==> src/rtl/uart_loader.sv <==
// UART program loader: receives a framed image over 8N1 serial, writes little-endian words
// to instruction memory, and gates the CPU until the image checksum has been verified.
module uart_loader #(
   parameter int unsigned CLK_FREQ       = 27000000,
   parameter int unsigned BAUD           = 115200,
   parameter int unsigned DATA_WIDTH     = 32,
   parameter int unsigned ADDR_WIDTH     = 10,
   parameter int unsigned TIMEOUT_CYCLES = 2700000,
   parameter bit          BOOT_ENABLE    = 1'b1,
   parameter logic [7:0]  MAGIC          = 8'hA5
) (
   input  logic                  clk,
   input  logic                  reset,
   input  logic                  uart_rx,
   output logic                  mem_we,
   output logic [ADDR_WIDTH-1:0] mem_addr,
   output logic [DATA_WIDTH-1:0] mem_wdata,
   output logic                  cpu_enable,
   output logic                  busy,
   output logic                  error,
   output logic [5:0]            led
);

   localparam int unsigned ClksPerBit = CLK_FREQ / BAUD;
   localparam int unsigned HalfBit    = ClksPerBit / 2;
   localparam int unsigned CntW       = $clog2(ClksPerBit + 1);
   localparam int unsigned Bytes      = DATA_WIDTH / 8;
   localparam int unsigned BiW        = (Bytes > 1) ? $clog2(Bytes) : 1;
   localparam int unsigned WcW        = ADDR_WIDTH + 1;
   localparam int unsigned TmoW       = $clog2(TIMEOUT_CYCLES + 1);
   localparam logic [16:0] MaxLen     = 17'(2 ** ADDR_WIDTH);

   typedef enum logic [1:0] {RxIdle, RxStart, RxData, RxStop} rx_state_e;
   typedef enum logic [2:0] {StIdle, StLenLo, StLenHi, StData, StCheck, StDone, StError} state_e;

   // ---------------- RX front end ----------------
   logic            rx_meta_q, rx_sync_q, rx_prev_q;
   rx_state_e       rx_state_q, rx_state_d;
   logic [CntW-1:0] rx_cnt_q, rx_cnt_d;
   logic [2:0]      rx_bit_q, rx_bit_d;
   logic [7:0]      rx_shift_q, rx_shift_d;
   logic            rx_valid, rx_ferr;
   logic [7:0]      rx_byte;

   assign rx_byte = rx_shift_q;

   // Bit-timing state machine: start re-check at half bit, then sample every full bit.
   always_comb begin
      rx_state_d = rx_state_q;
      rx_cnt_d   = rx_cnt_q;
      rx_bit_d   = rx_bit_q;
      rx_shift_d = rx_shift_q;
      rx_valid   = 1'b0;
      rx_ferr    = 1'b0;
      unique case (rx_state_q)
         RxIdle: begin
            if (rx_prev_q && !rx_sync_q) begin
               rx_state_d = RxStart;
               rx_cnt_d   = '0;
            end
         end
         RxStart: begin
            if (rx_cnt_q == CntW'(HalfBit - 1)) begin
               rx_cnt_d   = '0;
               rx_bit_d   = '0;
               rx_state_d = rx_sync_q ? RxIdle : RxData;  // high here means a glitch
            end else begin
               rx_cnt_d = rx_cnt_q + 1'b1;
            end
         end
         RxData: begin
            if (rx_cnt_q == CntW'(ClksPerBit - 1)) begin
               rx_cnt_d   = '0;
               rx_shift_d = {rx_sync_q, rx_shift_q[7:1]};
               if (rx_bit_q == 3'd7) rx_state_d = RxStop;
               else                  rx_bit_d   = rx_bit_q + 1'b1;
            end else begin
               rx_cnt_d = rx_cnt_q + 1'b1;
            end
         end
         RxStop: begin
            if (rx_cnt_q == CntW'(ClksPerBit - 1)) begin
               rx_state_d = RxIdle;
               rx_valid   = rx_sync_q;
               rx_ferr    = !rx_sync_q;
            end else begin
               rx_cnt_d = rx_cnt_q + 1'b1;
            end
         end
         default: rx_state_d = RxIdle;
      endcase
   end

   // Synchroniser and receiver registers.
   always_ff @(posedge clk) begin
      if (!reset) begin
         rx_meta_q  <= 1'b1;
         rx_sync_q  <= 1'b1;
         rx_prev_q  <= 1'b1;
         rx_state_q <= RxIdle;
         rx_cnt_q   <= '0;
         rx_bit_q   <= '0;
         rx_shift_q <= '0;
      end else begin
         rx_meta_q  <= uart_rx;
         rx_sync_q  <= rx_meta_q;
         rx_prev_q  <= rx_sync_q;
         rx_state_q <= rx_state_d;
         rx_cnt_q   <= rx_cnt_d;
         rx_bit_q   <= rx_bit_d;
         rx_shift_q <= rx_shift_d;
      end
   end

   // ---------------- Frame parser ----------------
   state_e                state_q, state_d;
   logic [7:0]            len_lo_q, len_lo_d;
   logic [WcW-1:0]        len_q, len_d, word_cnt_q, word_cnt_d;
   logic [BiW-1:0]        byte_idx_q, byte_idx_d;
   logic [DATA_WIDTH-1:0] word_q, word_d, wdata_q, wdata_d;
   logic [ADDR_WIDTH-1:0] addr_q, addr_d;
   logic [7:0]            chk_q, chk_d;
   logic                  we_q, we_d, cpu_q, cpu_d, err_q, err_d;
   logic [TmoW-1:0]       tmo_q, tmo_d;
   logic                  in_frame, timeout;
   logic [16:0]           len_full;

   assign in_frame = (state_q == StLenLo) || (state_q == StLenHi) ||
                     (state_q == StData)  || (state_q == StCheck);
   assign timeout  = in_frame && (tmo_q == TmoW'(TIMEOUT_CYCLES - 1));
   assign len_full = {1'b0, rx_byte, len_lo_q};

   // Frame next-state; framing error beats timeout, which beats a received byte.
   always_comb begin
      state_d    = state_q;
      len_lo_d   = len_lo_q;
      len_d      = len_q;
      word_cnt_d = word_cnt_q;
      byte_idx_d = byte_idx_q;
      word_d     = word_q;
      wdata_d    = wdata_q;
      addr_d     = addr_q;
      chk_d      = chk_q;
      we_d       = 1'b0;
      cpu_d      = cpu_q;
      err_d      = err_q;
      tmo_d      = (in_frame && !rx_valid) ? tmo_q + 1'b1 : '0;
      if (in_frame && (rx_ferr || timeout)) begin
         state_d = StError;
         err_d   = 1'b1;
         cpu_d   = 1'b0;
      end else if (rx_valid) begin
         unique case (state_q)
            StIdle, StDone, StError: begin
               if (rx_byte == MAGIC) begin
                  state_d = StLenLo;
                  cpu_d   = 1'b0;
                  err_d   = 1'b0;
               end
            end
            StLenLo: begin
               len_lo_d = rx_byte;
               state_d  = StLenHi;
            end
            StLenHi: begin
               word_cnt_d = '0;
               byte_idx_d = '0;
               chk_d      = '0;
               len_d      = WcW'(len_full);
               if (len_full > MaxLen) begin
                  state_d = StError;
                  err_d   = 1'b1;
                  cpu_d   = 1'b0;
               end else if (len_full == '0) begin
                  state_d = StCheck;
               end else begin
                  state_d = StData;
               end
            end
            StData: begin
               word_d[8*byte_idx_q +: 8] = rx_byte;
               chk_d = chk_q ^ rx_byte;
               if (byte_idx_q == BiW'(Bytes - 1)) begin
                  we_d       = 1'b1;
                  addr_d     = word_cnt_q[ADDR_WIDTH-1:0];
                  wdata_d    = word_d;
                  byte_idx_d = '0;
                  word_cnt_d = word_cnt_q + 1'b1;
                  if (word_cnt_d == len_q) state_d = StCheck;
               end else begin
                  byte_idx_d = byte_idx_q + 1'b1;
               end
            end
            StCheck: begin
               if (rx_byte == chk_q) begin
                  state_d = StDone;
                  cpu_d   = 1'b1;
               end else begin
                  state_d = StError;
                  err_d   = 1'b1;
                  cpu_d   = 1'b0;
               end
            end
            default: state_d = StIdle;
         endcase
      end
   end

   // Frame state and output registers.
   always_ff @(posedge clk) begin
      if (!reset) begin
         state_q    <= StIdle;
         len_lo_q   <= '0;
         len_q      <= '0;
         word_cnt_q <= '0;
         byte_idx_q <= '0;
         word_q     <= '0;
         wdata_q    <= '0;
         addr_q     <= '0;
         chk_q      <= '0;
         we_q       <= 1'b0;
         cpu_q      <= BOOT_ENABLE;
         err_q      <= 1'b0;
         tmo_q      <= '0;
      end else begin
         state_q    <= state_d;
         len_lo_q   <= len_lo_d;
         len_q      <= len_d;
         word_cnt_q <= word_cnt_d;
         byte_idx_q <= byte_idx_d;
         word_q     <= word_d;
         wdata_q    <= wdata_d;
         addr_q     <= addr_d;
         chk_q      <= chk_d;
         we_q       <= we_d;
         cpu_q      <= cpu_d;
         err_q      <= err_d;
         tmo_q      <= tmo_d;
      end
   end

   assign mem_we     = we_q;
   assign mem_addr   = addr_q;
   assign mem_wdata  = wdata_q;
   assign cpu_enable = cpu_q;
   assign busy       = in_frame;
   assign error      = err_q;
   assign led        = {~err_q, ~in_frame, ~addr_q[3:0]};

endmodule

==> config.mk <==
export PLATFORM = sky130hd
export DESIGN_NAME = uart_loader
export DESIGN_NICKNAME = d
export VERILOG_FILES = /design/src/rtl/uart_loader.sv
export SDC_FILE = /design/constraint.sdc
export NUM_CORES = 1
export LEC_CHECK = 0
export BUFFER_PORTS_ARGS = -buffer_cell sky130_fd_sc_hd__buf_2
export CAP_MARGIN = 15
export CORE_MARGIN = 2
export CORE_UTILIZATION = 51
export DETAILED_ROUTE_END_ITERATION = 8
export GPL_ROUTABILITY_DRIVEN = 0
export GPL_TIMING_DRIVEN = 0
export HOLD_SLACK_MARGIN = 0.15
export PLACE_DENSITY = 0.69
export REMOVE_ABC_BUFFERS = 1
export SYNTH_ARGS = -nofsm -noshare
export SYNTH_HDL_FRONTEND = slang
export SYNTH_SLANG_ARGS = --single-unit
export TNS_END_PERCENT = 100
==> constraint.sdc <==
create_clock -name clk -period 2.7 [get_ports clk]
set_clock_uncertainty 0.2 [all_clocks]
set_input_delay 0.135 -clock clk [delete_from_list [all_inputs] [get_ports clk]]
set_output_delay 0.135 -clock clk [all_outputs]
set_load 0.02 [all_outputs]
; ---- Word level (Yosys, flattened, before mapping)
; Cells that the tools add are included.
[word_totals]
register_bits = 166
input_bits = 3
output_inout_bits = 52
elab_cells = 152
[op_classes]
n_addsub = 6
magnitude_cmp = 1
eq_ne = 32
n_shift = 2
muxes = 47
n_bitwise = 8
n_reduce_logical = 35
[ops]
columns = op, n
row1 = negation 5 -> 34 bit, 1
row2 = variable shift 8 x 34 -> 32 bit (first input constant), 1
row3 = variable part select 8 x 34 -> 32 bit, 1
row4 = bitwise mux 32 bit, 1
row5 = two-way mux 8 bit, 4
row6 = case mux 8 bit (4 select lines), 1
row7 = two-way mux 3 bit, 10
row8 = AND reduction 4 bit, 6
row9 = adder 22 x 1 -> 22 bit (second input constant), 1
row10 = == test 22 bit (second input constant), 1
row11 = case mux 11 bit (2 select lines), 1
row12 = zero test 17 bit, 1
row13 = == test 8 bit (second input constant), 2
row14 = greater-than comparator 16 x 11 -> 1 bit (second input constant), 1
row15 = two-way mux 2 bit, 8
row16 = != test 2 bit (second input constant), 8
row17 = case mux 8 bit (2 select lines), 1
row18 = case mux 3 bit (5 select lines), 1
row19 = two-way mux 1 bit, 14
row20 = == test 3 bit (second input constant), 4
row21 = AND reduction 3 bit, 4
row22 = adder 11 x 1 -> 11 bit (second input constant), 1
row23 = == test 11 bit, 1
row24 = two-way mux 11 bit, 1
row25 = 31 further kinds, 56

; ---- Logic depth before layout (Yosys ltp)
[depth]
ltp_word = 9
depth_mapped = 11
depth_no_buf = 9

; ---- Least setup slack after synthesis
; Ideal clock, no wire load.
[synth_path]
path_type = register to register
start = reg rx_cnt_q[1]
end = reg word_cnt_q[4]
setup_time_ns = 0.115
t_arrival_ns = 2.028
t_required_ns = 2.385
slack_ns = 0.358
stages_incl_launch_ff = 11
path_buffers = 1
synth_period_minus_slack_ns = 2.342
path_cell_list = dfxtp_1 -> inv_1 -> ha_1 -> and4b_2 -> nand4_4 -> a211o_1 -> o21bai_1 -> buf_2 -> o21ai_0 -> o31ai_1 -> and2_1
[synth_via]
elab_chain_len = 7
elab_cells_between_ends = 9
cone_classes = eq/ne: 1 / mux: 4 / bitwise: 1 / reduce/logical: 3
[synth_rtl]
columns = element, line_no
row1 = "start, declared", 39  ; logic [CntW-1:0] rx_cnt_q, rx_cnt_d;
row2 = "start signal, assigned", 109  ; rx_cnt_q <= rx_cnt_d;
row3 = == test 8 bit *, 82  ; if (rx_cnt_q == CntW'(ClksPerBit - 1)) begin
row4 = two-way mux 1 bit, 82
row5 = two-way mux 1 bit, 55  ; unique case (rx_state_q)
row6 = logical OR 1 bit, 148  ; if (in_frame && (rx_ferr || timeout)) begin
row7 = logical AND 1 bit, 148
row8 = NOT 1 bit (no line), -
row9 = AND reduction 4 bit (no line) *, -
row10 = "end signal, assigned", 229  ; word_cnt_q <= word_cnt_d;
row11 = "end, declared", 118  ; logic [WcW-1:0] len_q, len_d, word_cnt_q, word_cnt_d;
; Every way passes the cells marked *; elsewhere a longest branch is shown, timed or not.
; A chain may end at the register's enable or synchronous reset.

; ---- Worst setup path in the final report
[layout_path]
start = reg rx_cnt_q[1]
end = reg wdata_q[18], in the netlist mem_wdata[18]
[layout_via]
elab_chain_len = 7
elab_cells_between_ends = 9
cone_classes = eq/ne: 1 / mux: 4 / bitwise: 1 / reduce/logical: 3
[layout_rtl]
columns = element, line_no
row1 = == test 8 bit *, 82
row2 = two-way mux 1 bit, 82
row3 = two-way mux 1 bit, 55
row4 = logical OR 1 bit, 148
row5 = logical AND 1 bit, 148
row6 = NOT 1 bit (no line), -
row7 = AND reduction 4 bit (no line) *, -
row8 = "end signal, assigned", 232  ; wdata_q <= wdata_d;
row9 = "end, declared", 120  ; logic [DATA_WIDTH-1:0] word_q, word_d, wdata_q, wdata_d;
; Marks and branches as above.

==> metrics.txt <==
result of the run finished, final reports clean; required time of the critical path 2.83 ns; list of cells traversed by the critical path inv_2, ha_1, and4b_2, and2_4, nand3_2, nor3_4, buf_4, and2_4, buf_12, nand2_1, o211a_1; iteration-0 DRC count of the detailed router 493; #FFs+latches synth 166; library cell contributing the largest single delay on the critical path dfxtp_1; # rows 45; IO buf count 54; reported max-cap violation count 0; count leader, synth dfxtp_1; Total Power 5.200 mW; GRT Residual Overflow 0; maximum root-to-sink buffer count 2; critical path buffer and inverter count 3; placeable core region 15310 um2; Setup violations, final 0; diode insertion count for antenna repair 0; total length of routed wires 17.47 mm; Power per Cell Area 561.3 nW/um2; clock-pin transition on the worst setup and hold timing paths 0.07 ns; fin nets 989; Critical Path Most Common Cell and2_4; All-Layer GR Usage 21.18%; relative slew slack 41.35%; number of buffers created by CTS 17; final worst path period need 2.578 ns; Die Wd 129.6 um; number of synthesized flops with an enable pin 0; cell family with most CP delay simple AND/OR/NAND/NOR gates; maximum VDD drop 478.9 uV; crit path from rx_cnt_q[1]; global-route wire length before repair 28.58 mm; via count of the first global-routing pass 5760; post-synthesis cell count 947; cell type contributing the most total cell area after synthesis dfxtp_1; Max Fanout on Critical Path 23; top-area cell type share of the netlist area 41.27%; clock latency on the worst-skew pair 0.44 ns; crit path kind flop to flop; area of the mapped netlist 8051 um2; kind of end point of the critical path flop; die area 16810 um2; effective utilization at floorplan 52.57%; share of cells above drive strength 1 12.27%; via count 6500; number of pins exceeding their max-slew limit in the final report 0; leading cell types by total area after synthesis dfxtp_1 41%, o211a_1 8.1%, nand2_1 7.1%, nor2b_1 5.1%, a21oi_1 3.7%; placed cell areas 8431 um2; TritonRoute pass-1 iters 4; Syn Area/Cell 8.502 um2; vias per std cell 5.430; total I/O pin count 55; prevailing post-synth register cell dfxtp_1; worst min-delay path category flop to flop; FFs w/ async S/R, synth 0%; most instantiated cells after synthesis 166 x dfxtp_1, 153 x nand2_1, 65 x nor2b_1, 65 x o211a_1, 59 x a21oi_1; Data arrival, critical path 2.71 ns; Hold Path Origin rx_meta_q; Total Negative Setup Slacks 0 ns; Unique masters post-synth 63; half-perimeter wire length after detailed placement 10.73 mm; slew at the pin with the worst max-slew slack 0.8773 ns; largest incremental delay on the critical path 0.36 ns; pin count of the biggest net entering global routing 76; launching element type of the critical path flop; unrepaired setup endpoints after global routing yes; Fmax 387.9 MHz; overall die height 129.6 um; # clock sinks 166; Routed Antenna Nets 0; Post-Layout Inst Area 9265 um2; DR DRC count 0; fin crit share 95.48%; number of failing hold endpoints at the final stage 0; initial antenna violation count 0; clock tree from TritonCTS done; post-detailed-route wirelength per cell 14.60 um; Critical R2R Launch rx_cnt_q[1]; Seq/Total Area, Yosys 41.27%; area growth from synthesis to layout 15.07%; number of warning messages in the yosys log 0; leak pwr 4.265 nW; Root Buffer clkbuf_16; CTS H-tree depth 4
placed cells by master, fill, tap and decap left out, types with 12 or more instances in the layout:
master,instances
a21boi_0,26
xor2_1,25
nor2_1,51
o21ai_0,30
buf_2,54
nand3_1,12
dfxtp_1,165
xnor2_1,15
nor2b_1,65
nor3_1,14
inv_1,19
and3_1,12
ha_1,13
mux2i_1,19
clkbuf_16,18
a21oi_1,59
and2_1,17
nand2_1,152
o211a_1,65
final timing paths:
| kind | endpoint | slack (ns) | cells past startpoint |
|---|---|---|---|
| worst max-delay path | mem_wdata[18] | 0.12 | 11 |
| worst min-delay path | rx_sync_q | 0.22 | 1 |
| worst max register to register | mem_wdata[18] | 0.12 | 11 |
| worst min register to register | rx_sync_q | 0.22 | 1 |
layer usage:
metal  wire length, um  track usage [%]  up-vias
li1                  -                -     3342
met1              8617            29.05     3025
met2              7996            33.35      118
met3               684            4.459       15
met4               174            7.021        0
met5                 0                0        -
metrics by stage:
step | hold slack, ns | worst slack [ns] | utilization, % | std cells
global placement | 0.1218 | -3.327 | 54.40 | 1149
CTS | 0.2217 | 0.01521 | 59.90 | 1194
global route | 0.2410 | -0.08426 | 60.50 | 1197
finish | 0.2171 | 0.1220 | 60.50 | 1197
floorplan | 0.008040 | -1.700 | - | 884
detailed placement | 0.1243 | -0.7559 | 55.05 | 1154
power by group:
group / total (mW) / internal (mW) / switching (mW)
Clock: 2.67 / 1.60 / 1.07
Sequential: 2.46 / 2.45 / 0.00604
Combinational: 0.0690 / 0.0281 / 0.0408
Total: 5.20 / 4.08 / 1.12
what timing repair did:
action	4_1_cts	5_1_grt
pin swaps	2	2
gates cloned	1	1
setup buffers	4	2
endpoints found under the hold margin	65	0
setup endpoints to repair	84	91
gates resized for setup	6	21
hold buffers	3	0
area by class of cell:
| type | count | area, um2 |
|---|---|---|
| Fill cell | 1371 | 6050 |
| Clock buffer | 18 | 439.2 |
| Tap cell | 211 | 264.0 |
| Clock inverter | 14 | 212.7 |
| Inverter | 20 | 75.07 |
| Multi-Input combinational cell | 699 | 4462 |
| Timing Repair Buffer | 69 | 488.0 |
| Sequential cell | 166 | 3324 |
flip-flops by register name, indices dropped and copies added (netlist names), 2 cells and up, named ones only:
signal      flops
byte_idx_q      2
rx_cnt_q        8
len_q          11
word_q         32
word_cnt_q     11
tmo_q          22
len_lo_q        8
mem_wdata      32
rx_bit_q        3
chk_q           8
mem_addr       10
state_q         3
rx_byte         8
logic make-up after synthesis:
logic type | share of synthesized area (%)
compound gates | 19.95
xor+xnor | 4.351
fa+ha+maj | 2.020
buf+inv | 4.087
flops | 41.27
mux | 2.502
simple gates | 25.81
worst reg2reg max path: stages (launching register included):
cell and delay (ns):
dfxtp_1 0.36, inv_2 0.09, ha_1 0.15, and4b_2 0.32, and2_4 0.19, nand3_2 0.12, nor3_4 0.23, buf_4 0.18
and2_4 0.22, buf_12 0.18, nand2_1 0.10, o211a_1 0.14
(Power assumes the default switching activity.)
